$ cat config.mk
export PLATFORM = sky130hd
export DESIGN_NAME = alu_pipe
export DESIGN_NICKNAME = d
export VERILOG_FILES = /design/src/rtl/alu_pipe.sv
export SDC_FILE = /design/constraint.sdc
export NUM_CORES = 1
export LEC_CHECK = 0
export ABC_AREA = 1
export CELL_PAD_IN_SITES_DETAIL_PLACEMENT = 1
export CELL_PAD_IN_SITES_GLOBAL_PLACEMENT = 1
export CORE_MARGIN = 2
export CORE_UTILIZATION = 40
export CTS_CLUSTER_SIZE = 10
export DETAILED_ROUTE_END_ITERATION = 10
export DONT_BUFFER_PORTS = 1
export HOLD_SLACK_MARGIN = 0.02
export PLACE_DENSITY_LB_ADDON = 0.1
export SLEW_MARGIN = 5
export SYNTH_ARGS = -nofsm -noshare
export SYNTH_HDL_FRONTEND = slang
export SYNTH_SLANG_ARGS = --single-unit
$ cat constraint.sdc
create_clock -name clk -period 2.9 [get_ports clk]
set_clock_uncertainty 0.2 [all_clocks]
set_input_delay 0.29 -clock clk [delete_from_list [all_inputs] [get_ports clk]]
set_output_delay 0.29 -clock clk [all_outputs]
set_load 0.03 [all_outputs]
$ cat src/rtl/alu_pipe.sv
`timescale 1ns/1ps
// alu_pipe: registered ALU with valid/ready handshake on both sides.
// Single-cycle logic/arith ops complete one edge after acceptance; the
// optional shift-add multiply holds the block busy for WIDTH edges.
module alu_pipe #(
   parameter int WIDTH  = 8,
   parameter bit MUL_EN = 1'b1
) (
   input  logic             clk,
   input  logic             rstN,
   input  logic             inValid,
   output logic             inReady,
   input  logic [2:0]       funSel,
   input  logic [WIDTH-1:0] a,
   input  logic [WIDTH-1:0] b,
   output logic             outValid,
   input  logic             outReady,
   output logic [WIDTH-1:0] result,
   output logic             zeroFlag,
   output logic             carryFlag,
   output logic             ovfFlag,
   output logic             negFlag
);

   localparam int CNT_W = $clog2(WIDTH + 1);

   typedef enum logic {IDLE, BUSY} state_t;

   state_t               state;
   logic [2*WIDTH-1:0]   mcand;
   logic [2*WIDTH-1:0]   acc;
   logic [WIDTH-1:0]     mplier;
   logic [CNT_W-1:0]     cnt;

   logic                 accept;
   logic                 is_mul;
   logic [WIDTH:0]       sum_ext;
   logic [WIDTH:0]       diff_ext;
   logic [WIDTH-1:0]     alu_res;
   logic                 alu_carry;
   logic                 alu_ovf;
   logic [2*WIDTH-1:0]   acc_step;
   logic [WIDTH-1:0]     ld_res;
   logic                 ld_carry;
   logic                 ld_ovf;

   // Offer is taken only when idle and the output slot is free or draining.
   assign inReady = rstN & (state == IDLE) & (~outValid | outReady);
   assign accept  = inValid & inReady;
   assign is_mul  = MUL_EN && (funSel == 3'b110);

   // Extended add/subtract: bit WIDTH is carry-out for ADD and borrow for SUB.
   assign sum_ext  = {1'b0, a} + {1'b0, b};
   assign diff_ext = {1'b0, a} - {1'b0, b};

   // One shift-add step: add the shifted multiplicand when the multiplier LSB is set.
   assign acc_step = acc + (mplier[0] ? mcand : {(2*WIDTH){1'b0}});

   // Single-cycle operation results and their carry/overflow flags.
   always_comb begin
      alu_res   = '0;
      alu_carry = 1'b0;
      alu_ovf   = 1'b0;
      case (funSel)
         3'b000: alu_res = a & b;
         3'b001: alu_res = a | b;
         3'b010: begin
            alu_res   = sum_ext[WIDTH-1:0];
            alu_carry = sum_ext[WIDTH];
            alu_ovf   = (a[WIDTH-1] == b[WIDTH-1]) & (sum_ext[WIDTH-1] != a[WIDTH-1]);
         end
         3'b011: begin
            alu_res   = diff_ext[WIDTH-1:0];
            alu_carry = diff_ext[WIDTH];
            alu_ovf   = (a[WIDTH-1] != b[WIDTH-1]) & (diff_ext[WIDTH-1] != a[WIDTH-1]);
         end
         3'b100: alu_res = a ^ b;
         3'b101: alu_res = ~(a | b);
         3'b111: alu_res = {{(WIDTH-1){1'b0}}, ($signed(a) < $signed(b))};
         default: alu_res = '0;  // 110 without multiplier returns zero
      endcase
   end

   // Select what the output register loads: the final multiply step while busy,
   // otherwise the single-cycle result.
   always_comb begin
      ld_res   = alu_res;
      ld_carry = alu_carry;
      ld_ovf   = alu_ovf;
      if (state == BUSY) begin
         ld_res   = acc_step[WIDTH-1:0];
         ld_carry = 1'b0;
         ld_ovf   = |acc_step[2*WIDTH-1:WIDTH];
      end
   end

   // Control FSM, multiplier datapath and output register.
   always_ff @(posedge clk or negedge rstN) begin
      if (!rstN) begin
         state     <= IDLE;
         mcand     <= '0;
         acc       <= '0;
         mplier    <= '0;
         cnt       <= '0;
         outValid  <= 1'b0;
         result    <= '0;
         zeroFlag  <= 1'b0;
         carryFlag <= 1'b0;
         ovfFlag   <= 1'b0;
         negFlag   <= 1'b0;
      end else begin
         case (state)
            IDLE: begin
               if (accept) begin
                  if (is_mul) begin
                     mcand    <= {{WIDTH{1'b0}}, a};
                     mplier   <= b;
                     acc      <= '0;
                     cnt      <= CNT_W'(WIDTH);
                     state    <= BUSY;
                     // any pending result was consumed on this edge
                     outValid <= 1'b0;
                  end else begin
                     result    <= ld_res;
                     zeroFlag  <= (ld_res == '0);
                     carryFlag <= ld_carry;
                     ovfFlag   <= ld_ovf;
                     negFlag   <= ld_res[WIDTH-1];
                     outValid  <= 1'b1;
                  end
               end else if (outValid && outReady) begin
                  outValid <= 1'b0;
               end
            end
            BUSY: begin
               acc    <= acc_step;
               mcand  <= mcand << 1;
               mplier <= mplier >> 1;
               cnt    <= cnt - 1'b1;
               if (cnt == CNT_W'(1)) begin
                  result    <= ld_res;
                  zeroFlag  <= (ld_res == '0);
                  carryFlag <= ld_carry;
                  ovfFlag   <= ld_ovf;
                  negFlag   <= ld_res[WIDTH-1];
                  outValid  <= 1'b1;
                  state     <= IDLE;
               end
            end
            default: state <= IDLE;
         endcase
      end
   end

endmodule

==> flow_metrics.py <==
metrics = {
    "layout": {
        "fin_nets": 797,
        "fillers": 1534,
        "final_common_cell": "nand2_1",
        "antenna_cells": 0,
        "area_growth_pct": 12.0,
        "drive_above_1_share_pct": 5.03,
        "final_cell_mix": "nand2_1, inv_1, nand3_1",
    },
    "synth": {
        "synth-edff-count": 0,
        "synth_cell_types": 37,
        "ys.flop_type": "dfrtp_1",
        "synthArstFlopShare_pct": 100,
        "syn_inst": 722,
        "ys_seq_area_share_pct": 29.9,
        "ys_ff_latch": 57,
        "synth_nets": 789,
        "syn_area_mm2": 0.00476,
        "syn_avg_cell_area_um2": 6.60,
        "yosysWarnings": 0,
    },
    "grt": {
        "antenna_found_initial": 0,
        "track_usage_pct": 24.3,
        "first_global_vias": 4916,
        "busiest_layer": "met2",
        "use_met1_pct": 31.4,
        "grt_start_max_net_pins": 60,
        "grtUsageMet3_pct": 4.07,
        "grt.overflow.total": 0,
        "grt_use_met2_pct": 42.8,
        "grt_pass1_wl_um": 24800,
    },
    "run_status": {
        "violations": "DRC",
        "status": "complete, but fails checks",
    },
    "cts": {
        "cts.path.max_buffers": 2,
        "post_cts_buffers": 0,
        "htree_levels": 3,
        "cts_root_buffer": "clkbuf_16",
        "clk_latency_ps": 330,
        "numCtsBuffers": 9,
        "clkTransAtPathRegs_ps": 50,
        "cts_sinks": 57,
        "cts_tree": "done",
    },
    "power": {
        "report.power.total_uw": 4870,
        "clock_power_share_pct": 21.8,
        "p_sw_share_pct": 46.8,
        "p_per_area_mw_per_mm2": 913,
        "pwr-share-comb_pct": 45.7,
        "p_int_uw": 2590,
        "power.leakage_uw": 0.00294,
        "peakVddDrop_v": 0.000341,
        "p_sw_uw": 2280,
        "seq_power_share_pct": 32.5,
    },
    "worst_setup_path": {
        "end_kind": "flip-flop",
        "cp.arrival_ps": 2700,
        "cp.required_ps": 2920,
        "start_kind": "input pin",
        "critPathMaxFanout": 4,
        "path_class": "in2reg",
    },
    "sta": {
        "slew-limit-headroom_pct": 44.8,
        "fin_crit_ps": 2680,
        "drv_slew": 0,
        "tightest_slew_ps": 824,
        "period_share_pct": 92.4,
        "fmax_ghz": 0.373,
        "setup_tns_ps": 0,
        "hold_violations": 0,
        "rsz0062_at_grt": "no",
        "whs_ps": 39.4,
        "setup-violations-final": 0,
    },
    "drt": {
        "drcViolationCount": 1,
        "vias": 4634,
        "drt_iter0_drc": 200,
        "vias_per_cell": 5.28,
        "totalWireLength_um": 14900,
        "antenna_left": 0,
        "first_pass_iters": 7,
        "wl_per_cell_um": 16.9,
    },
    "placement": {
        "hpwlAfterDp_um": 11500,
        "gp_congestion": 0.843,
        "port_buffers": 0,
    },
    "die": {
        "die_w_um": 113,
        "fp.dieH_um": 113,
        "io_pins": 37,
        "rows": 39,
        "core_mm2": 0.0115,
        "initial_core_util_pct": 41.4,
        "dieArea_mm2": 0.0128,
    },
    "worst_hold_path": {
        "holdCritPathClass": "in2reg",
    },
    "job": {
        "maxCapViolCount": 0,
    },
}
==> worst max-delay path: stages <==
cell and delay, ps:
dlygate4sd3_1 550, inv_1 110, ha_1 160, inv_1 70, fa_1 470, nand2_1 140, nand2_1 90, nand3_1 80
nand2_1 80, nand2_1 70, nand2_1 60, nand2_1 90, nand2_1 60, o21ai_1 180, nor2_1 80, nand3_1 70
nand2_1 50
==> registers in the layout, indices dropped and copies added, names as in the netlist <==
signal and flops:
acc 16, mcand 16, mplier 8, result 7, cnt 4, carryFlag 1
negFlag 1, outValid 1, ovfFlag 1, state 1, zeroFlag 1
==> layout make-up <==
cell class              count  area [µm²]  area share (%)
flip-flops and latches     57        1430            26.8
repair buffers             22         225            4.22
inverters                 110         413            7.74
clock inverters             5        55.1            1.03
clock buffers              11         243            4.55
well taps                 143         179            3.35
multi-input cells         530        2790            52.4
==> cells in the mapped netlist (2+ instances only) <==
master / instances / area [µm²]
inv_1: 104 / 390
dfrtp_1: 57 / 1430
o21ai_1: 4 / 20.0
fa_1: 3 / 60.1
nand2_2: 2 / 12.5
xnor2_1: 2 / 17.5
nor3_1: 7 / 35.0
buf_1: 4 / 15.0
o21bai_1: 5 / 37.5
xor2_1: 4 / 35.0
o211ai_1: 8 / 60.1
ha_1: 41 / 513
inv_2: 6 / 22.5
a21oi_1: 25 / 125
nand4_1: 9 / 56.3
buf_4: 2 / 15.0
a31oi_1: 13 / 81.3
o21ai_0: 30 / 150
nand2_1: 218 / 818
o22ai_1: 10 / 62.6
nor2_1: 58 / 218
clkbuf_1: 6 / 22.5
nand3_2: 2 / 20.0
buf_6: 2 / 22.5
buf_2: 11 / 55.1
nand3_1: 78 / 390
==> worst paths after layout <==
path	from	to	slack, ps	cells after the start
hold / removal	b[7]	mplier[7]	40	2
setup reg to reg	mplier[0]	ovfFlag	270	16
min in group asynchronous	rstN	result[0]	280	2
max in group asynchronous	rstN	mplier[0]	1940	2
setup / recovery	a[0]	zeroFlag	220	17
hold reg to reg	mcand[15]	mcand[15]	330	2
==> power by group through the flow <==
stage	Clock (µW)	Combinational (µW)	Sequential [µW]
2_1_floorplan	0	1740	1460
3_3_place_gp	0	2080	1590
3_5_place_dp	0	2160	1600
4_1_cts	1080	2220	1590
5_1_grt	1110	2550	1640
6_report	1060	2230	1580
==> stage by stage <==
stage	utilization, %	setup WS, ps	instance area (µm²)	instances
6_report	46.3	220	5340	878
3_3_place_gp	42.1	185	4850	845
3_5_place_dp	42.1	134	4850	845
5_1_grt	46.3	2.31	5340	878
2_1_floorplan	-	387	4760	722
4_1_cts	46.3	116	5340	878
==> repair_timing <==
item,in CTS,in global routing
endpoints found under the setup margin,0,4
hold endpoints to repair,72,0
resized for setup,0,2
hold buffers,17,0
==> kinds of logic (layout without fill, tap and decap cells) <==
kind of cell             Yosys count  count (layout)  share of synthesized area [%]
AO/OA/AOI/OAI                     98              98                           11.8
XOR/XNOR                           6               6                           1.10
adder cells (fa/ha/maj)           44              44                           12.0
buffers and inverters            135             148                           11.4
flip-flops                        57              57                           29.9
AND/OR/NAND/NOR                  382             382                           33.7
==> per-layer routing <==
| layer | part of all wire (%) | up-vias |
|---|---|---|
| met5 | 0 | - |
| met4 | 0.90 | 0 |
| met3 | 2.8 | 11 |
| met2 | 49 | 62 |
| met1 | 48 | 2226 |
| li1 | - | 2335 |
Power figures use the tool's default switching activity.
==> RTL edit (same flow settings) <==
Change the parameter `MUL_EN` from 1'b1 to 1'b0.
--- a/src/rtl/alu_pipe.sv
+++ b/src/rtl/alu_pipe.sv
@@ -4,7 +4,7 @@
 // optional shift-add multiply holds the block busy for WIDTH edges.
 module alu_pipe #(
    parameter int WIDTH  = 8,
-   parameter bit MUL_EN = 1'b1
+   parameter bit MUL_EN = 1'b0
 ) (
    input  logic             clk,
    input  logic             rstN,
Check against the original RTL: not equivalent (a bounded check fails within 4 cycles, from zero or initial values and one cycle with rstN low).
==> RTL edit against the original RTL <==
  * Via count shrank 54%
  * Critical path type is now flop to flop
  * Utilization is 2.7 points lower
  * Setup slack improved by 0.41 ns
  * Sequential power is 78% lower
  * Non-clock buffer count is 19 lower
  * Hold slack better by 0.014 ns
  * Cell area fell by 58%
  * Total power down 84%
  * Final cell count shrank 52%
  * Area after synthesis down 56%
  * Wire length decreased by 59%
  * Critical path depth shrank 9
  * Sequential cell count fell by 40
  * Synthesized cell count fell by 51%
==> RTL edit: results (changes against the original RTL) <==
status=finished, final reports clean; met3 WL=235 µm (-43%); setup bufs post-CTS=0 (unchanged); Vias/cell=5.01 (-5.0%); Synthesized Nets=406 (-49%); PortBufs=0 (unchanged); Slew headroom=0.481 (+0.0330); vias in the first global route=2150 (-56%); Max IR drop VDD=275 µV (-19%); top routing layer in use=met4; WP data arrival=2.22 ns (-0.48 ns); worst skew pair latency=0.25 ns (-0.08 ns); register area share after synthesis=0.202 (-0.0978); number of DRC markers in iteration 0=91 (-55%); TritonRoute pass-1 iters=4 (-3); synth top area cells=dfrtp_1 20%, nand2_1 20%, ha_1 15%; largest net degree at the start of global routing=18 (-70%); met2 WL post-DR=2780 µm (-62%); Crit-path slowest cell=dfrtp_1; initial antenna violation count=0 (unchanged); detailed placer's ending HPWL=5090 µm (-56%); hold_buf cts=1 (-16); first-pass GRT wire length=10200 µm (-59%); RePlAce Congestion=0.874 (+3.7%); LEAKAGE=1.34 nW (-54%); H-tree depth=1 (-2); fin crit period=2.27 ns (-0.406 ns); wl on met1=3080 µm (-56%); CP max stage delay=0.44 ns (-0.11 ns); Placed Instance Area=2170 µm² (-55%); Clock transition at path regs=0.07 ns (+0.02 ns); GRT Overall Usage=0.217 (-0.0263); post-synth cell types=23 (-38%); Slew Viols, Final=0 (unchanged); Post-Syn Area=2110 µm² (-56%); FF-to-FF setup slack=0.63 ns (+0.36 ns); Synth Instances=355 (-51%); Async SR Flop Fraction=1.00 (unchanged); diode count=0 (unchanged); Largest regs=result (7), cnt (4); Synth Flop Type=dfrtp_1; Finished Layout Cells=424 (-52%); WL/cell=14.4 µm (-15%); Synth top cells by count=113 x nand2_1, 67 x inv_1, 42 x nand3_1, 38 x nor2_1, 26 x ha_1; Hold Crit Class=input port to flop; CTS buffer count=3 (-6); clock tree buffer depth=2 (unchanged); crit path max fanout=16 (+12); Synth Warn #=0 (unchanged); post-CTS sizing=0 (unchanged); clk root buf=clkbuf_8; worst hold margin=0.0538 ns (+0.0145 ns); Layout fillers=757 (-51%); layout cells sized above 1=0.0169 (-0.0334); DP Worst Slack=0.621 ns (+0.487 ns)
## RTL edit: cells by family after synthesis
group	after synthesis	share of synthesized area
AND/OR/NAND/NOR	205	0.403
buffers and inverters	75	0.139
adder cells (fa/ha/maj)	28	0.173
AO/OA/AOI/OAI	26	0.0658
flip-flops	17	0.202
XOR/XNOR	3	0.0125
multiplexers	1	0.00475
## RTL edit: worst paths after layout
check / startpoint / endpoint / cells past startpoint
worst max-delay path: state$_DFF_PN0_ / ovfFlag$_DFFE_PN0P_ / 8
worst max register to register: state$_DFF_PN0_ / ovfFlag$_DFFE_PN0P_ / 8
worst min-delay path: outReady / outValid$_DFFE_PN0P_ / 3
min in group asynchronous: rstN / result[4]$_DFFE_PN0P_ / 1
worst min register to register: cnt[3]$_DFFE_PN0P_ / cnt[3]$_DFFE_PN0P_ / 1
max in group asynchronous: rstN / cnt[1]$_DFFE_PN0P_ / 1
## RTL edit: layout make-up
class                           count  area (µm²)  share of cell area
Multi-Input combinational cell    263        1390               0.625
Tap cell                           70        87.6              0.0393
Clock buffer                        3        41.3              0.0185
Timing Repair Buffer                3        25.0              0.0112
Inverter                           67         251               0.113
Clock inverter                      1        5.00             0.00225
Sequential cell                    17         425               0.191
## RTL edit: routing by layer
metal  vias up  global-route usage
met5         -                   0
li1       1087                   -
met4         0              0.0236
met3         2              0.0355
met2        36               0.357
met1      1000               0.310
## RTL edit: power by group
part	total (mW)	switching [mW]	internal (mW)
logic	0.270	0.179	0.0919
registers	0.344	0.0809	0.263
clock network	0.177	0.0811	0.0954
## RTL edit: critical path: cells and delay by family (launching register included)
kind | cells | cell delay (ns)
compound gates | 2 | 0.37
buf+inv | 3 | 0.78
flops | 1 | 0.44
simple gates | 3 | 0.39
